`src/rtl/accum_pkg.sv`:
```
// Shared constants and types for the accum_32 accumulator slice.
//   DATA_W  : operand / result width
//   state_e : FSM state encoding (IDLE, ACC, DONE)
package accum_pkg;

    localparam int DATA_W = 32;

    typedef enum logic [1:0] {
        ST_IDLE = 2'b00,
        ST_ACC  = 2'b01,
        ST_DONE = 2'b10
    } state_e;

endpackage : accum_pkg

```
`src/rtl/accum_if.sv`:
```
// Handshake bundle between an accumulator and its producer/consumer.
//   start/len         : run request and operand count (producer -> accumulator)
//   in_valid/in_data  : operand stream, in_ready back-pressure
//   out_valid/out_sum/out_ovf : result, out_ready from the consumer
//   busy              : accumulator not idle
// slave  = accumulator side, master = producer/consumer side.
interface accum_if #(
    parameter int CNT_W = 8
) ();
    import accum_pkg::*;

    logic              start;
    logic [CNT_W-1:0]  len;
    logic              in_valid;
    logic [DATA_W-1:0] in_data;
    logic              in_ready;
    logic              out_valid;
    logic [DATA_W-1:0] out_sum;
    logic              out_ovf;
    logic              out_ready;
    logic              busy;

    modport slave (
        input  start, len, in_valid, in_data, out_ready,
        output in_ready, out_valid, out_sum, out_ovf, busy
    );

    modport master (
        output start, len, in_valid, in_data, out_ready,
        input  in_ready, out_valid, out_sum, out_ovf, busy
    );

endinterface : accum_if

```
`src/rtl/csa_32.sv`:
```
// 32-bit carry-select adder: the low half ripples, the high half is
// computed for both carry-in values and selected by the low-half carry.
//   a, b : operands
//   cin  : carry in
//   sum  : a + b + cin modulo 2^32
//   cout : carry out of bit 31
module csa_32 (
    input  logic [31:0] a,
    input  logic [31:0] b,
    input  logic        cin,
    output logic [31:0] sum,
    output logic        cout
);

    logic [16:0] lo_s;
    logic [16:0] hi0_s;
    logic [16:0] hi1_s;

    // Both high-half candidates are formed in parallel with the low half.
    always_comb begin
        lo_s  = {1'b0, a[15:0]}  + {1'b0, b[15:0]}  + {16'd0, cin};
        hi0_s = {1'b0, a[31:16]} + {1'b0, b[31:16]};
        hi1_s = {1'b0, a[31:16]} + {1'b0, b[31:16]} + 17'd1;
        if (lo_s[16]) begin
            sum  = {hi1_s[15:0], lo_s[15:0]};
            cout = hi1_s[16];
        end else begin
            sum  = {hi0_s[15:0], lo_s[15:0]};
            cout = hi0_s[16];
        end
    end

endmodule : csa_32

```
`src/rtl/accum_32.sv`:
```
// Run-length accumulator: after start, sums len unsigned 32-bit operands
// and presents the sum plus a sticky carry-out flag until the consumer
// takes it.
//   clk  : clock, rising edge
//   rst  : synchronous active-high reset
//   bus  : accum_if slave (start/len, operand stream, result, busy)
module accum_32
    import accum_pkg::*;
#(
    parameter int CNT_W = 8
) (
    input  logic    clk,
    input  logic    rst,
    accum_if.slave  bus
);

    state_e            state_q, state_d;
    logic [DATA_W-1:0] acc_q, acc_d;
    logic              ovf_q, ovf_d;
    logic [CNT_W-1:0]  rem_q, rem_d;
    logic              in_ready_q;
    logic              out_valid_q;
    logic              busy_q;

    logic [DATA_W-1:0] sum_s;
    logic              cout_s;

    csa_32 u_csa (
        .a    (acc_q),
        .b    (bus.in_data),
        .cin  (1'b0),
        .sum  (sum_s),
        .cout (cout_s)
    );

    // Next-state and datapath update for the IDLE/ACC/DONE controller.
    always_comb begin
        state_d = state_q;
        acc_d   = acc_q;
        ovf_d   = ovf_q;
        rem_d   = rem_q;
        case (state_q)
            ST_IDLE: begin
                if (bus.start) begin
                    acc_d = {DATA_W{1'b0}};
                    ovf_d = 1'b0;
                    if (bus.len != {CNT_W{1'b0}}) begin
                        rem_d   = bus.len;
                        state_d = ST_ACC;
                    end else begin
                        state_d = ST_DONE;
                    end
                end else begin
                    state_d = ST_IDLE;
                end
            end
            ST_ACC: begin
                // in_ready is high throughout ACC, so in_valid alone accepts.
                if (bus.in_valid) begin
                    acc_d = sum_s;
                    ovf_d = ovf_q | cout_s;
                    rem_d = rem_q - CNT_W'(1);
                    if (rem_q == CNT_W'(1)) begin
                        state_d = ST_DONE;
                    end else begin
                        state_d = ST_ACC;
                    end
                end else begin
                    state_d = ST_ACC;
                end
            end
            ST_DONE: begin
                if (bus.out_ready) begin
                    state_d = ST_IDLE;
                end else begin
                    state_d = ST_DONE;
                end
            end
            default: begin
                state_d = ST_IDLE;
            end
        endcase
    end

    // State, datapath and decoded-output registers with synchronous reset.
    always_ff @(posedge clk) begin
        if (rst) begin
            state_q     <= ST_IDLE;
            acc_q       <= {DATA_W{1'b0}};
            ovf_q       <= 1'b0;
            rem_q       <= {CNT_W{1'b0}};
            in_ready_q  <= 1'b0;
            out_valid_q <= 1'b0;
            busy_q      <= 1'b0;
        end else begin
            state_q     <= state_d;
            acc_q       <= acc_d;
            ovf_q       <= ovf_d;
            rem_q       <= rem_d;
            in_ready_q  <= (state_d == ST_ACC);
            out_valid_q <= (state_d == ST_DONE);
            busy_q      <= (state_d != ST_IDLE);
        end
    end

    // acc/ovf are only touched by start and accepted operands, so they
    // double as the held result after DONE returns to IDLE.
    assign bus.in_ready  = in_ready_q;
    assign bus.out_valid = out_valid_q;
    assign bus.busy      = busy_q;
    assign bus.out_sum   = acc_q;
    assign bus.out_ovf   = ovf_q;

endmodule : accum_32

```
`src/flat_wrapper.sv`:
```
// flat-port wrapper written by rule: the top's interface ports become plain ports
module accum_32_flat import accum_pkg::*;
#(
    parameter int CNT_W = 8
)
  (clk, rst, bus_start, bus_len, bus_in_valid, bus_in_data, bus_out_ready, bus_in_ready, bus_out_valid, bus_out_sum, bus_out_ovf, bus_busy);
  accum_if #(.CNT_W(CNT_W)) bus_i ();
  input  logic clk;
  input  logic rst;
  input wire logic [$bits(bus_i.start)-1:0] bus_start;
  input wire logic [$bits(bus_i.len)-1:0] bus_len;
  input wire logic [$bits(bus_i.in_valid)-1:0] bus_in_valid;
  input wire logic [$bits(bus_i.in_data)-1:0] bus_in_data;
  input wire logic [$bits(bus_i.out_ready)-1:0] bus_out_ready;
  output wire logic [$bits(bus_i.in_ready)-1:0] bus_in_ready;
  output wire logic [$bits(bus_i.out_valid)-1:0] bus_out_valid;
  output wire logic [$bits(bus_i.out_sum)-1:0] bus_out_sum;
  output wire logic [$bits(bus_i.out_ovf)-1:0] bus_out_ovf;
  output wire logic [$bits(bus_i.busy)-1:0] bus_busy;
  assign bus_i.start = bus_start;
  assign bus_i.len = bus_len;
  assign bus_i.in_valid = bus_in_valid;
  assign bus_i.in_data = bus_in_data;
  assign bus_i.out_ready = bus_out_ready;
  assign bus_in_ready = bus_i.in_ready;
  assign bus_out_valid = bus_i.out_valid;
  assign bus_out_sum = bus_i.out_sum;
  assign bus_out_ovf = bus_i.out_ovf;
  assign bus_busy = bus_i.busy;
  accum_32 #(.CNT_W(CNT_W)) u_core (.clk(clk), .rst(rst), .bus(bus_i));
endmodule
```
`config.mk`:
```
export PLATFORM = sky130hd
export DESIGN_NAME = accum_32_flat
export DESIGN_NICKNAME = d
export VERILOG_FILES = /design/src/rtl/accum_pkg.sv /design/src/rtl/accum_if.sv /design/src/rtl/csa_32.sv /design/src/rtl/accum_32.sv /design/src/flat_wrapper.sv
export SDC_FILE = /design/constraint.sdc
export NUM_CORES = 1
export LEC_CHECK = 0
export BUFFER_PORTS_ARGS = -buffer_cell sky130_fd_sc_hd__buf_2
export CAP_MARGIN = 30
export CORE_ASPECT_RATIO = 0.6
export CORE_MARGIN = 2
export CORE_UTILIZATION = 56
export DETAILED_ROUTE_END_ITERATION = 8
export PLACE_DENSITY_LB_ADDON = 0.25
export SYNTH_ARGS = -nofsm -noshare
export SYNTH_HDL_FRONTEND = slang
export SYNTH_SLANG_ARGS = --single-unit
```
`constraint.sdc`:
```
create_clock -name clk -period 3.51 [get_ports clk]
set_input_delay 0.702 -clock clk [delete_from_list [all_inputs] [get_ports clk]]
set_output_delay 0.702 -clock clk [all_outputs]
set_load 0.02 [all_outputs]
```
======== After elaboration in Yosys (flattened, before gate mapping) ========
Index checks and enable logic that the tools add are counted.
word-level totals
  latch bits .............................. 0
  bits in writable memories ............... 0
  bits in read-only memories .............. 0
  flip-flop bits (word level) ............. 46
  output and inout port bits .............. 36
  memories ................................ 0
operators by class
  equality and inequality tests ........... 8
  bitwise logic cells ..................... 1
  add/subtract/negate cells ............... 4
  $lt $le $gt $ge ......................... 0
  multiplexer cells ....................... 18
  reduce and logical (&&, ||, !) cells .... 6
  shift-type cells ........................ 0
  div/mod/pow operators ................... 0
  multipliers ............................. 0
operators by type and width
  kind                                                 number
  2-to-1 mux 32 bit                                    3
  one-hot mux 32 bit (2 select lines)                  1
  adder 16 x 16 -> 17 bit                              2
  2-to-1 mux 8 bit                                     3
  adder 17 x 1 -> 17 bit, second input constant        1
  one-hot mux 8 bit (2 select lines)                   1
  2-to-1 mux 2 bit                                     5
  equality test 8 x 1 -> 1 bit, second input constant  1
  nonzero test 8 bit                                   1
  subtractor 8 x 1 -> 8 bit, second input constant     1
  one-hot mux 2 bit (3 select lines)                   1
  equality test 2 x 1 -> 1 bit, second input constant  2
  equality test 2 bit, second input constant           2
  != test 2 bit, second input constant                 2
  AND reduction 4 bit                                  1
  nonzero test 2 bit                                   2
  2-to-1 mux 1 bit                                     3
  AND reduction 3 bit                                  1
  logical NOT 2 bit                                    1
  != test 2 x 1 -> 1 bit, second input constant        1
  one-hot mux 1 bit (2 select lines)                   1
  OR 1 bit                                             1

======== Logic depth before layout (Yosys ltp) ========
Gate-level depths: netlist of run 1.
  depth after elaboration ................. 6
  mapped depth ............................ 11
  gate-level depth less buffers ........... 11

======== By module ========
A second synthesis of run 1 with hierarchy kept.
unflattened totals
  cell total of the unflattened synthesis .. 482
  area, all modules ....................... 3,853.7 um^2
modules (own cells, without submodules)
  module    area an instance (um^2)  seq. area each (um^2)  instances  cells each
  accum_32  1,951.9                  920.9                  1          239
  csa_32    1,901.8                  0.0                    1          243

======== Worst setup path before layout of run 1 ========
No wires, ideal clock.
  kind .................................... input port to flip-flop
  start point ............................. input port bus_in_data[16]
  end point ............................... register u_core.acc_q[30], in the netlist u_core.bus.out_sum[30]
  arrival time ............................ 3.182 ns
  data required time ...................... 3.448 ns
  buffers on the path ..................... 0
  path slack .............................. 0.266 ns
  stages on the path ...................... 11
  cell sequence ........................... ha_1 > inv_1 > fa_1 > nand2b_1 > a211o_1 > a21oi_2 > nor3_1 > o41ai_2 > nand3_1 > or4_1 > nand3_1
on the way
  cells in the longest elaborated chain, start to end .. 5
RTL lines
  element                                  line                        RTL
  from (decl)                              flat_wrapper.sv:13          input wire logic [$bits(bus_i.in_data)-1:0] bus_in_data;
  adder 16 x 16 -> 17 bit (*)              csa_32.sv:22, csa_32.sv:23
  adder 17 x 1 -> 17 bit                   csa_32.sv:23                hi1_s = {1'b0, a[31:16]} + {1'b0, b[31:16]} + 17'd1;
  2-to-1 mux 32 bit (*)                    csa_32.sv:24                if (lo_s[16]) begin
  2-to-1 mux 32 bit (*)                    accum_32.sv:59              if (bus.in_valid) begin
  one-hot mux 32 bit (2 select lines) (*)  accum_32.sv:42              case (state_q)
  to (signal assigned)                     accum_32.sv:89              acc_q <= {DATA_W{1'b0}};
  to (decl)                                accum_32.sv:18              logic [DATA_W-1:0] acc_q, acc_d;
Mark *: on every way between the ends. The rest lies on a longest branch, timed or not. The select of a mux whose other input is x is not followed.
A chain may end at the register's enable or synchronous reset.

======== Worst setup path in the final report of run 1 ========
  start point ............................. input port bus_in_data[27]
  end point ............................... register u_core.ovf_q, in the netlist u_core.bus.out_ovf
on the way
  cells in the longest elaborated chain, start to end .. 6
RTL lines
  element                                 line                        RTL
  adder 16 x 16 -> 17 bit (*)             csa_32.sv:22, csa_32.sv:23
  adder 17 x 1 -> 17 bit                  csa_32.sv:23
  2-to-1 mux 1 bit (*)                    csa_32.sv:24
  OR 1 bit (*)                            accum_32.sv:61              ovf_d = ovf_q | cout_s;
  2-to-1 mux 1 bit (*)                    accum_32.sv:59
  one-hot mux 1 bit (2 select lines) (*)  accum_32.sv:42
  to (signal assigned)                    accum_32.sv:98              ovf_q <= ovf_d;
  to (decl)                               accum_32.sv:19              logic ovf_q, ovf_d;
Marked as above.

==> results of run 1 <==
[report_power, final]
group / internal (uW) / switching, uW / leakage, uW
Sequential: 553 / 29.6 / 0.000375
Combinational: 197 / 305 / 0.00162
Clock: 428 / 206 / 0.0000971
Total: 1180 / 541 / 0.00209
[metrics by stage]
stage / total power, uW / setup TNS (ns) / util (%) / setup WS, ns
floorplan: 938 / 0 / - / 0.266
global placement: 1060 / 0 / 65.5 / 0.0357
detailed placement: 1080 / -0.0300 / 65.5 / -0.0300
CTS: 1710 / 0 / 68.5 / 0.253
global route: 1790 / 0 / 68.5 / 0.0435
finish: 1720 / 0 / 68.5 / 0.183
[placed cells by master (no fill, tap or decap), drive strengths merged, types with 4 or more instances in the layout]
master and count:
clkbuf 6, nand3 16, and2 5, o31ai 4, o21ai 29, nor4 6, and3 7, a211oi 9
o21bai 7, buf 93, dfxtp 46, nor3 12, o31a 4, ha 35, a22oi 21, or4 6
a221oi 5, o211ai 5, a211o 4, xor2 15, nand2b 6, nand4 6, a21oi 33, nor2 53
a21o 13, xnor2 19, nand2 48, inv 18
[state kept, by name, summed over array words and instances, names as in the netlist]
| register | cells |
|---|---|
| u_core.rem_q | 8 |
| u_core.bus.out_sum | 32 |
| u_core.bus.in_ready | 1 |
| u_core.state_q | 2 |
| u_core.bus.out_ovf | 1 |
| u_core.bus.busy | 1 |
| u_core.bus.out_valid | 1 |
[worst max-delay path by stage]
stage	from	endpoint	slack (ns)	cells past startpoint
finish	bus_in_data[27]	u_core.bus.out_ovf	0.18	11
global route	bus_in_data[16]	u_core.bus.out_ovf	0.04	12
CTS	bus_in_data[27]	u_core.bus.out_ovf	0.25	11
detailed placement	bus_in_data[24]	u_core.bus.out_sum[31]	-0.03	11
global placement	bus_in_data[27]	u_core.bus.out_sum[31]	0.04	11
floorplan	bus_in_data[16]	u_core.bus.out_sum[30]	0.27	11
[cells by family after synthesis]
family                     count (synthesis)  synth area share, %
xor gates and xnor gates                  34                 7.72
buffers and inverters                     40                 4.05
and+or+nand+nor                          184                 23.8
DFF                                       46                 23.9
AOI/OAI and AO/OA                        157                 27.9
muxes                                      1                0.259
adders and majority gates                 37                 12.4
[final cells by class]
type / instances / area, sq um / share of cell area [%]
Clock buffer: 6 / 139 / 3.04
Clock inverter: 2 / 60.1 / 1.31
Inverter: 18 / 67.6 / 1.48
Multi-Input combinational cell: 413 / 2780 / 60.8
Sequential cell: 46 / 921 / 20.1
Tap cell: 87 / 109 / 2.38
Timing Repair Buffer: 93 / 498 / 10.9
[routing by layer]
layer  routed length (um)  vias to the layer above
li1                     -                     2005
met1                 5270                     1943
met2                 4550                      205
met3                  971                       29
met4                  177                        0
met5                    0                        -
[tightest hold or removal path, cell delays in order (launching register included)]
cell,delay (ns)
dfxtp_1,0.33
nand2_1,0.05
o21ai_0,0.06
==> out/results.tsv, run 1 <==
metric	value	unit
met2 Use GR	43.6	%
port bufs	80	
final period utilization	94.8	%
cell family with most CP delay	compound AO/OA/AOI/OAI gates	
Reg clk slew, reported paths	0.06	ns
Die Span Y	68.3	um
Yosys top cell area share	23.9	%
Leakage	0.00209	uW
gr usage total	28.2	%
Routed WL per cell	16.5	um
fin area	4570	sq um
CP Capture Type	flop	
synth-to-layout area growth	18.6	%
worst r2r path cells	11	
DR iter-0 viols	454	
CP Launch Type	input port	
RSZ-0062 raised after global routing	false	
Tmin final	3.33	ns
Bufs on Longest Clock Path	2	
Pre-antenna DRT Iters	5	
Netlist cell types	64	
Hold Buf Count CTS	0	
site row count	23	
starting density of the core	57.8	%
Worst Hold Depth	2	
arrival time at the worst endpoint	3.52	ns
H-tree levels	2	
maximum VDD drop	236	uV
Post-synth top flop	dfxtp_1	
Post-Route WL	11000	um
Crit Reg-Reg Startpoint	u_core.bus.out_sum[16]	
clk_skew	0.00407	ns
asr flop ratio synth	0	%
root buf cell	clkbuf_16	
postcts setup bufs	0	
cell count after synthesis	499	
cell taking the most area after synthesis	dfxtp_1	
Die W	111	um
Hold Path Class	reg -> reg	
GR peak layer	met2	
WHS Endpoint	u_core.bus.out_sum[14]	
final setup violating endpoints	0	
Worst-Skew Late Latency	0.29	ns
DP Cell Count	657	
pwr dens	376	nW/um^2
Avg Inst Size Synth	7.73	sq um
class of the most critical setup path	in -> reg	
EDFF count, synth	0	
maxcap violations	0	
commonest cells in the netlist	nor2_1, nand2_1, dfxtp_1	
M3 GR Usage	4.87	%
# resized after CTS	0	
M1 GR Usage	41.0	%
synthesized flop and latch total	46	
CP Buf/Inv Count	2	
GR Overflow Total	0	
max_slew headroom	32.7	%
hpwl dp	8450	um
hold slack	0.485	ns
syn nets	581	
Placed Area	4380	sq um
Via-to-Cell Ratio	6.29	
DRC	0	
count leader, synth	nor2_1	
Max Slew Vio Count	0	
sequential area share after synthesis	23.9	%
CTS tree	yes	
ant diodes	0	
CTS Sinks	46	
HP Start	u_core.bus.out_sum[14]	
crit-path max FO	10	
initial antenna violation count	0	
Yosys Warn Count	0	
routed vias	4182	
Slew @ Worst Pin	1.01	ns
share of layout cells above drive strength 1	19.7	%
vias in the first global route	3624	
Fin. Hold Viols	0	
worst reg2reg setup slack	0.31	ns
Layout Nets	659	
Placeable Area	6680	sq um
Synth Cell Area	3860	sq um
global-route wire length before repair	17400	um
Layout Cells excl Fill	665	
Req. time, crit path	3.70	ns
Routed Antenna Nets	0	
critical path cell sequence	buf_2 -> ha_1 -> and3_1 -> a221o_1 -> nor4b_1 -> buf_4 -> o21bai_1 -> xor2_1 -> nand3_1 -> o31a_1 -> o31ai_1	
ranking of synthesized cells by area	dfxtp_1, ha_1, nor2_1, nand2_1, xnor2_1	
Placer Congestion	0.963	
slowest CP cell	nor4b_1	
fillers	556	
Worst R2R End	u_core.bus.out_ovf	
I/O Pins	81	
Fmax	301	MHz
cts bufs inserted	5	
outcome	complete, no violations	
die footprint	7590	sq um
largest net degree at the start of global routing	36	
Max stage delay on crit path	0.45	ns
(Power assumes the default switching activity.)
==> run 2: changes to the inputs <==
==> constraint.sdc (replaced) <==
create_clock -name clk -period 3.55 [get_ports clk]
set_input_delay 0.355 -clock clk [delete_from_list [all_inputs] [get_ports clk]]
set_output_delay 0.355 -clock clk [all_outputs]
set_load 0.02 [all_outputs]
==> run 2 against run 1 <==
  * Register-to-register slack worse by 0.09 ns
  * First-iteration DRC count is 21% lower
  * Clock power decreased by 16%
  * Cell count down 1.2%
  * Critical path depth increased by 1
==> out/results.tsv, run 2 (synthesis results as in run 1) <==
metric	value	unit	change
share of layout cells above drive strength 1	18.2	%	-1.5 points
clk_skew	0.00452	ns	+0.000450 ns
Leakage	0.00203	uW	-2.8%
final period utilization	93.8	%	
Fmax	300	MHz	
CTS tree	yes		
gr usage total	27.8	%	-0.45 points
CP Launch Type	flop		
arrival time at the worst endpoint	3.56	ns	+0.04 ns
root buf cell	clkbuf_16		
Max Slew Vio Count	0		unchanged
Pint	1070	uW	-9.1%
port bufs	80		unchanged
Hold Path Class	in -> reg		
most frequent cells in the layout	buf_2, nor2_1, nand2_1		
ant diodes	0		unchanged
hpwl dp	8000	um	-5.3%
initial antenna violation count	0		unchanged
Worst-Skew Late Latency	0.29	ns	about the same
Placer Congestion	0.960		-0.30%
CTS Sinks	46		unchanged
cts bufs inserted	5		unchanged
DR iter-0 viols	359		-21%
Req. time, crit path	3.78	ns	+0.08 ns
Routed Antenna Nets	0		unchanged
Worst Slack Setup Final	0.221	ns	+0.0382 ns
sw frac	32.6	%	+1.2 points
I/O Pins	81		unchanged
max_slew headroom	38.2	%	+5.5 points
Setup Total Neg Slack	0	ns	unchanged
Post-Route WL	10400	um	-5.1%
Slew @ Worst Pin	0.924	ns	-0.0815 ns
synth-to-layout area growth	16.1	%	
Placed Area	4300	sq um	-1.7%
maximum VDD drop	268	uV	+14%
Comb power frac	30.5	%	+1.3 points
global-route wire length before repair	17100	um	-1.9%
routed vias	4031		-3.6%
RSZ-0062 raised after global routing	false		
class of the most critical setup path	reg -> reg		
Fin. Hold Viols	0		unchanged
Clk pwr share	33.3	%	-3.6 points
# resized after CTS	0		unchanged
Placeable Area	6680	sq um	unchanged
Net Sw Power	519	uW	-4.0%
fillers	584		+5.0%
H-tree levels	2		unchanged
multi-input logic area	2780	sq um	unchanged
outcome	complete, no violations		
Routed WL per cell	15.8	um	-4.0%
max FFs per register	32		unchanged
crit-path max FO	6		-4
Reg clk slew, reported paths	0.06	ns	about the same
fin area	4480	sq um	-2.1%
vias in the first global route	3641		+0.47%
Die W	111	um	unchanged
pwr dens	355	nW/um^2	-5.5%
largest net degree at the start of global routing	36		unchanged
commonest non-fill, non-tap cell in the layout	buf_2		
GR Overflow Total	0		unchanged
Via-to-Cell Ratio	6.14		-2.4%
Die Span Y	68.3	um	unchanged
pre-CTS setup slack	0.179	ns	+0.209 ns
Layout Nets	651		-1.2%
Pre-antenna DRT Iters	8		+3
starting density of the core	57.8	%	unchanged
sequential share of power	36.2	%	+2.3 points
DRC	0		unchanged
site row count	23		unchanged
die footprint	7590	sq um	unchanged
final setup violating endpoints	0		unchanged
Bufs on Longest Clock Path	2		unchanged
FF+latch area	921	sq um	unchanged
maxcap violations	0		unchanged
Tmin final	3.33	ns	
CP Capture Type	flop		
==> run 2: cell count changes in the layout (fill, tap and decap cells not counted) <==
cell	before	now
buf_4	13	5
clkbuf_1	0	2
bufinv_16	2	1
clkbuf_8	1	0
==> run 2: worst paths after layout <==
check        slack [ns]              startpoint  cells past startpoint                     end
max                0.22  u_core.bus.out_sum[16]                     12  u_core.bus.out_sum[29]
min                0.41               bus_start                      4      u_core.bus.out_ovf
max reg2reg        0.22  u_core.bus.out_sum[16]                     12  u_core.bus.out_sum[29]
min reg2reg        0.48   u_core.bus.out_sum[0]                      2   u_core.bus.out_sum[0]
==> run 2: power by group through the flow <==
stage | clock [uW] | sequential (uW) | combinational (uW)
floorplan | 0 | 602 | 325
global placement | 0 | 585 | 457
detailed placement | 0 | 586 | 469
CTS | 534 | 575 | 472
global route | 559 | 580 | 539
finish | 529 | 576 | 484
==> run 2: what timing repair did <==
action,CTS,global route
setup buffers,0,2
setup endpoints to repair,0,2
hold buffers,0,0
==> run 2: metal layers <==
layer  GRT usage [%]  vias up  part of all wire, %
li1                -     1990                    -
met1            40.5     1855                   49
met2            43.0      168                   41
met3            3.99       18                  8.1
met4            8.18        0                  1.3
met5               0        -                    0
==> run 2: area by class of cell <==
type,count,share of cell area [%]
multi-input cells,413,62.1
flip-flops and latches,46,20.6
repair buffers,85,9.78
clock buffers,7,2.96
well taps,87,2.43
inverters,18,1.51
clock inverters,1,0.671
==> run 2: worst max-delay path, stage by stage (launching register included) <==
cell and delay (ns):
dfxtp_1 0.36, ha_1 0.25, inv_1 0.07, fa_1 0.39, nand2b_1 0.21, a211o_1 0.32
a21oi_2 0.29, nor3_1 0.10, o41ai_2 0.30, buf_4 0.19, nand2b_1 0.16, or4_1 0.54
nand3_1 0.10
==> run 2: metrics by stage <==
stage	hold WS, ns	std cells	utilization, %	power (uW)
final	0.410	657	67.1	1590
after CTS	0.409	655	66.8	1580
after global placement	0.457	647	64.4	1040
after floorplan	0.474	499	-	927
after global routing	0.435	657	67.1	1680
after detailed placement	0.473	647	64.4	1050
